**src/rtl/mux2_stream_arbiter.sv**
```systemverilog
// mux2_stream_arbiter
//   Two-requester valid/ready arbiter feeding a single registered output slot.
//   The slot holds one word. It can be drained and refilled in the same cycle,
//   which gives one word per cycle. When both requesters are valid, the
//   requester that was not served by the last accepted transfer wins
//   (round-robin).
//
// Ports
//   clk         clock, rising edge
//   rst         synchronous active-high reset
//   d1/v1/r1    requester 1 data / valid / ready
//   d2/v2/r2    requester 2 data / valid / ready
//   q           registered output data
//   q_valid     output slot holds a word
//   q_ready     downstream ready
//   sel         source of the word in q (0 = d1, 1 = d2)
//   xfer_count  number of completed output transfers (wraps at 16 bits)
module mux2_stream_arbiter #(
    parameter int WIDTH = 8
) (
    input  logic             clk,
    input  logic             rst,
    input  logic [WIDTH-1:0] d1,
    input  logic             v1,
    output logic             r1,
    input  logic [WIDTH-1:0] d2,
    input  logic             v2,
    output logic             r2,
    output logic [WIDTH-1:0] q,
    output logic             q_valid,
    input  logic             q_ready,
    output logic             sel,
    output logic [15:0]      xfer_count
);

    typedef enum logic {
        EMPTY = 1'b0,
        FULL  = 1'b1
    } state_t;

    state_t           state_p0;
    state_t           state_nxt;
    logic             last_p0;      // 0: requester 1 served last, 1: requester 2
    logic             grant2;       // 1 when requester 2 holds the grant
    logic             can_accept;
    logic             out_xfer;
    logic [WIDTH-1:0] q_p0;
    logic             sel_p0;
    logic [15:0]      cnt_p0;

    // Grant and ready are combinational on valids, q_ready, state and last only;
    // the data inputs never reach the ready path.
    always_comb begin
        state_nxt  = state_p0;
        grant2     = 1'b0;
        can_accept = (state_p0 == EMPTY) || q_ready;
        out_xfer   = (state_p0 == FULL) && q_ready;
        r1         = 1'b0;
        r2         = 1'b0;

        if (v1 && v2) begin
            grant2 = ~last_p0;
        end else begin
            grant2 = v2;
        end

        if (!rst) begin
            r1 = can_accept && v1 && !grant2;
            r2 = can_accept && v2 && grant2;
        end

        if (r1 || r2) begin
            state_nxt = FULL;
        end else if (out_xfer) begin
            state_nxt = EMPTY;
        end
    end

    // Stage p0: output slot, round-robin pointer and transfer counter
    always_ff @(posedge clk) begin
        if (rst) begin
            state_p0 <= EMPTY;
            q_p0     <= '0;
            sel_p0   <= 1'b0;
            last_p0  <= 1'b1;   // requester 1 wins the first tie
            cnt_p0   <= 16'h0000;
        end else begin
            state_p0 <= state_nxt;
            if (r1 || r2) begin
                q_p0    <= r2 ? d2 : d1;
                sel_p0  <= r2;
                last_p0 <= r2;
            end
            if (out_xfer) begin
                cnt_p0 <= cnt_p0 + 16'd1;
            end
        end
    end

    assign q          = q_p0;
    assign sel        = sel_p0;
    assign q_valid    = (state_p0 == FULL);
    assign xfer_count = cnt_p0;

endmodule

```
**config.mk**
```make
export PLATFORM = sky130hd
export DESIGN_NAME = mux2_stream_arbiter
export DESIGN_NICKNAME = d
export VERILOG_FILES = /design/src/rtl/mux2_stream_arbiter.sv
export SDC_FILE = /design/constraint.sdc
export NUM_CORES = 1
export LEC_CHECK = 0
export CORE_ASPECT_RATIO = 1.2
export CORE_MARGIN = 3
export CORE_UTILIZATION = 42
export DETAILED_ROUTE_END_ITERATION = 8
export PLACE_DENSITY_LB_ADDON = 0.08
export SLEW_MARGIN = 15
export SYNTH_ARGS = -nofsm -noshare
export SYNTH_HDL_FRONTEND = slang
export SYNTH_SLANG_ARGS = --single-unit
```
**constraint.sdc**
```tcl
create_clock -name clk -period 1.7 [get_ports clk]
set_input_delay 0.34 -clock clk [delete_from_list [all_inputs] [get_ports clk]]
set_output_delay 0.34 -clock clk [all_outputs]
set_load 0.01 [all_outputs]
```
==> results of run 1 <==
[cell usage after synthesis (2+ instances only)]
cell,number,area share
dfxtp_1,27,0.46
nor2_1,18,0.057
nand2_1,15,0.048
a21oi_1,13,0.055
nand3_1,9,0.038
xnor2_1,9,0.067
or3_1,5,0.027
a22oi_1,4,0.026
a311oi_1,4,0.030
inv_1,4,0.013
nor4_1,4,0.021
o21ai_0,4,0.017
buf_1,2,0.0064
clkbuf_1,2,0.0064
nand2b_1,2,0.011
nand4_1,2,0.011
nor3_1,2,0.0085
[final cells by class]
| type | count | area, um^2 | area share |
|---|---|---|---|
| Multi-Input combinational cell | 103 | 626 | 0.330 |
| Inverter | 5 | 20.0 | 0.0106 |
| Clock buffer | 4 | 26.3 | 0.0139 |
| Timing Repair Buffer | 66 | 631 | 0.333 |
| Sequential cell | 27 | 552 | 0.291 |
| Tap cell | 33 | 41.3 | 0.0218 |
[power groups by stage]
stage	combinational, mW	sequential, mW	clock (mW)
floorplan	0.0646	0.698	0
global placement	0.208	0.683	0
detailed placement	0.212	0.684	0
CTS	0.211	0.672	0.289
global route	0.226	0.678	0.311
finish	0.207	0.675	0.278
[worst register-to-register path, cell delays in order, from the launching register on]
cell and delay [ns]:
dfxtp_2 0.36, buf_6 0.10, nand4_4 0.08, or3_4 0.41, or4_4 0.43, a21oi_2 0.14
[state kept, by name (all words and copies together), names as in the netlist]
register / flops
xfer_count: 16
sel: 1
last_p0: 1
q: 8
q_valid: 1
[what timing repair did]
action | in CTS | in global routing
resized for setup | 18 | 16
endpoints found under the hold margin | 0 | 0
setup endpoints to repair | 5 | 11
pin swaps | 3 | 4
[final timing paths]
check        slack (ns)  cells after the start                           to                  startpoint
min                0.36                      3         q_valid$_SDFFE_PP0P_                          v1
max reg2reg        0.12                      5  xfer_count[15]$_SDFFE_PP0P_  xfer_count[1]$_SDFFE_PP0P_
min reg2reg        0.48                      2            q[1]$_SDFFE_PP0P_           q[1]$_SDFFE_PP0P_
max                0.07                      1                xfer_count[3]  xfer_count[3]$_SDFFE_PP0P_
[logic make-up after synthesis]
| logic type | Yosys count | synth area share |
|---|---|---|
| AOI/OAI and AO/OA | 27 | 0.139 |
| xor gates and xnor gates | 10 | 0.0745 |
| adders and majority gates | 1 | 0.0106 |
| buffers and inverters | 9 | 0.0287 |
| DFF | 27 | 0.460 |
| and+or+nand+nor | 65 | 0.287 |
[routing by layer]
layer	share of wire	vias to the layer above	global-route usage
li1	-	626	-
met1	0.41	573	0.210
met2	0.51	36	0.335
met3	0.063	4	0.0396
met4	0.013	0	0.0748
met5	0	-	0
==> run metrics, run 1 <==
Syn Nets=between 150 and 200; combinational fraction of design power=0.178; Crit. End Element=primary output; vias in the first global route=1224; Clock Skew=~0.011 ns; Setup crit start kind=register; fin nets=around 230; share of post-route cells with drive strength above 1=0.190; Placer Congestion=between 0.7 and 0.8; Sw Share=0.250; drc violations=0; CP Class=reg2out; Critical Path RT=1.36 ns; Layout Cells excl Fill=238; ys flop type=dfxtp_1; Rel. slew slack=0.767; Cell Pwr Density=about 610 mW/mm^2; Setup WS post-layout=a little under 0.07 ns; Clock Power Share=0.240; Final Instance Area=between 0.0015 and 0.002 mm^2; critical path arrival=approximately 1.3 ns; n_diodes=0; GRT Resource Usage Total=0.189; yosys warns=0; # setup viols final=0; Starting Density=0.452; Die ar.=approximately 0.0035 mm^2; DR WL/cell=between 10 and 15 um; post-synthesis cell count=139; Util after Layout=0.728; crit-path cells=clkdlybuf4s50_1; # fillers=between 150 and 200; CTS Hold Bufs=0; first-pass GRT wire length=~5000 um; minimum clock period=1.63 ns; Fin. Hold Viols=0; IO Count=approximately 50; Clock Sinks=27; First-pass DRT Iterations=4; WP buf/inv=1; Antenna Violating Nets Remaining=0; Post-synth EDFFs=0; highest-count cells in the layout ignoring fill and taps=clkdlybuf4s50_1, dfxtp_1, nor2_1, nand2_1, buf_4; status=completed; pre-CTS setup slack=-0.445 ns; Pins Over Slew Limit=0; post-route setup TNS=0 ns; Placed Instances=approximately 240; Post-CTS Setup Repair Bufs=0; Placeable Area=approximately 0.0026 mm^2; TritonCTS Buffers=3; CP max stage cell=clkdlybuf4s50_1; Pwr Total=roughly 1.2 mW; Leakage Power=~0.79 nW; # port buffers=48; worst slew pin tran=~0.35 ns; Die Wd=~54 um; clk root buf=clkbuf_4; routed vias=approximately 1200; row cnt=20; global route overflow=0; Layout area overhead=61.2%; drt via density=~5.2; Hold Path Class=in2reg; die height=64.0 um; sum of net half-perimeters after detailed placement=around 2300 um; post-synthesis sequential area ratio=0.460; crit-path max FO=3; Detailed Route WL=roughly 3000 um; largest net degree at the start of global routing=28; Area after DPL=between 0.0015 and 0.002 mm^2; max incr delay on CP=0.56 ns; Synth Area per Inst=~8.5 um^2; Internal Power=869 uW; clock latency on the worst-skew pair=0.32 ns; CTS tree=done; RSZ-0062 raised after global routing=false; Post-Syn Area=~0.0012 mm^2; Crit path max-delay family=buffers and inverters; # H-tree levels=1; initial antenna violation count=0; number of max-cap violations=0; register share of total power=0.582; Yosys reg bits=27; synth unique cells=30; Max Clock Freq=just over 600 MHz; most common cell after layout, fill and taps aside=clkdlybuf4s50_1; Psw=about 290 uW; Iteration-0 DRC Markers=13; worst hold slack=~0.36 ns; Post-synth ARST share=0; Tcrit/Tclk final=0.960; clock-pin slew on the worst setup and hold paths=about 0.15 ns; Max Root-Sink Buffers=2; VDD IR-drop max=0.465 mV
(Power assumes the default switching activity.)
==> run 2: changes to the inputs <==
--- a/config.mk
+++ b/config.mk
@@ -7,8 +7,9 @@
 export LEC_CHECK = 0
 export CORE_ASPECT_RATIO = 1.2
 export CORE_MARGIN = 3
-export CORE_UTILIZATION = 42
+export CORE_UTILIZATION = 45
 export DETAILED_ROUTE_END_ITERATION = 8
+export GPL_ROUTABILITY_DRIVEN = 1
 export PLACE_DENSITY_LB_ADDON = 0.08
 export SLEW_MARGIN = 15
 export SYNTH_ARGS = -nofsm -noshare
==> constraint.sdc (replaced) <==
create_clock -name clk -period 1.9 [get_ports clk]
set_input_delay 0.38 -clock clk [delete_from_list [all_inputs] [get_ports clk]]
set_output_delay 0.38 -clock clk [all_outputs]
set_load 0.01 [all_outputs]
==> run 2 against run 1 <==
First-iteration DRC count rose by 120%. Clock power fell by 8.6%. Clock skew barely moved. Via count fell by 1.9%. Combinational power fell by 11%. Worst hold slack improved by 0.072 ns. Cell area fell by 4.8%. Global-route usage fell by 0.087 points. Register-to-register slack improved by 0.11 ns. Wire length fell by 6.7%. Count of clock-buffer cells in the layout fell by 1. Largest power group unchanged. Die area fell by 6.0%.
==> run metrics, run 2 (synthesis results as in run 1) <==
GRT Resource Usage Total=0.189 (-0.000870); Leakage Power=0.628 nW (-21%); IO Count=49 (unchanged); most common cell after layout, fill and taps aside=clkdlybuf4s50_1; Detailed Route WL=2840 um (-6.7%); area of the multi-input gates=609 um^2 (-2.6%); Crit. End Element=primary output; largest net degree at the start of global routing=28 (unchanged); # setup viols final=0 (unchanged); Pins Over Slew Limit=0 (unchanged); met3 GRT Util=0.0477 (+0.00811); fin nets=222 (-2.6%); Tcrit/Tclk final=0.948; CTS Hold Bufs=0 (unchanged); clock latency on the worst-skew pair=0.32 ns (about the same); grt met1 use=0.194 (-0.0160); pre-CTS setup slack=-0.308 ns (+0.137 ns); worst hold slack=0.432 ns (+0.0721 ns); Post-CTS Setup Repair Bufs=0 (unchanged); Placed Instances=226 (-3.8%); Antenna Violating Nets Remaining=0 (unchanged); status=completed; Starting Density=0.495 (+0.0428); # port buffers=48 (unchanged); RSZ-0062 raised after global routing=false; die height=62.0 um (-3.1%); grt peak-use layer=met2; Util after Layout=0.759 (+0.0311); FF/Latch Area=541 um^2 (-2.0%); Setup WS post-layout=0.0985 ns (+0.0298 ns); sum of net half-perimeters after detailed placement=2260 um (-2.3%); global route overflow=0 (unchanged); drt via density=5.28 (+1.5%); first-pass GRT wire length=4710 um (-6.5%); Final Instance Area=0.00181 mm^2 (-4.8%); VDD IR-drop max=0.469 mV (+1.0%); critical path arrival=1.42 ns (+0.13 ns); clk root buf=clkbuf_4; Iteration-0 DRC Markers=28 (+15); Layout Cells excl Fill=230 (-3.4%); Setup crit start kind=primary input; Placer Congestion=0.739 (-2.0%); Hold Path Class=in2reg; routed vias=1215 (-1.9%); worst slew pin tran=0.341 ns (-0.00466 ns); Area after DPL=0.00177 mm^2 (-3.0%); row cnt=19 (-5.0%); n_diodes=0 (unchanged); Cell Pwr Density=576 mW/mm^2 (-5.7%); CTS tree=done; TritonCTS Buffers=3 (unchanged); number of max-cap violations=0 (unchanged); Placeable Area=0.00238 mm^2 (-8.7%); clock-pin slew on the worst setup and hold paths=0.14 ns (about the same); share of post-route cells with drive strength above 1=0.116 (-0.0747); met2 usage=0.358 (+0.0228); Layout area overhead=53.5%; # H-tree levels=1 (unchanged); initial antenna violation count=0 (unchanged); number of flip-flops in the largest register=16 (unchanged); Fin. Hold Viols=0 (unchanged); Die ar.=0.00327 mm^2 (-6.0%); First-pass DRT Iterations=4 (unchanged); Die Wd=52.7 um (-3.0%); DR WL/cell=12.4 um (-3.5%); Rel. slew slack=0.770 (+0.00313); CP Class=in2out; vias in the first global route=1131 (-7.6%); # fillers=180 (-9.1%); Max Clock Freq=around 560 MHz; drc violations=0 (unchanged); Clock Skew=0.0108 ns (+0.0000440 ns); minimum clock period=roughly 1.8 ns; highest-count cells in the layout ignoring fill and taps=clkdlybuf4s50_1, dfxtp_1, nor2_1, nand2_1, a21oi_1; Pwr Total=1.04 mW (-10%); Max Root-Sink Buffers=2 (unchanged); Critical Path RT=1.52 ns (+0.16 ns); Clock Sinks=27 (unchanged); reg2reg setup slack=0.23 ns (+0.11 ns); post-route setup TNS=0 ns (unchanged); crit-path max FO=3 (unchanged)
[run 2: cell count changes in the layout (fill, tap and decap cells not counted), sizes merged]
| cell | change |
|---|---|
| buf | -8 |
| dlymetal6s2s | -6 |
| dlygate4sd2 | -3 |
| clkinvlp | +1 |
| clkdlybuf4s15 | +1 |
| clkdlybuf4s50 | +9 |
[run 2: path summary, 6_finish.rpt]
path / startpoint / endpoint / depth (start not counted)
worst max-delay path: q_ready / r1 / 5
worst min-delay path: v2 / q_valid$_SDFFE_PP0P_ / 3
worst max register to register: xfer_count[3]$_SDFFE_PP0P_ / xfer_count[15]$_SDFFE_PP0P_ / 4
worst min register to register: q[6]$_SDFFE_PP0P_ / q[6]$_SDFFE_PP0P_ / 2
[run 2: timing repair]
| action | in CTS | in global routing |
|---|---|---|
| resized for setup | 4 | 3 |
| endpoints found under the setup margin | 2 | 2 |
| hold endpoints to repair | 0 | 0 |
[run 2: where the power goes]
part | internal, mW | total (mW) | switching (mW)
clock network | 0.0803 | 0.254 | 0.173
logic | 0.109 | 0.184 | 0.0758
registers | 0.588 | 0.603 | 0.0143
[run 2: layer usage]
layer,up-vias,wire length (um)
met2,39,1460
met4,0,40
met5,-,0
met3,4,217
li1,620,-
met1,552,1120
[run 2: layout make-up]
type | instances | area share
multi-input combinational | 103 | 0.337
inverter | 5 | 0.0104
clock buffer | 3 | 0.0125
timing repair buffer | 60 | 0.315
sequential | 27 | 0.299
tap | 31 | 0.0215
clock inverter | 1 | 0.00416
[run 2: critical path, cell delays in order]
cell and delay [ns]:
clkdlybuf4s50_1 0.48, nand2b_4 0.14, nand4b_2 0.11, clkinv_1 0.08, clkdlybuf4s15_1 0.23
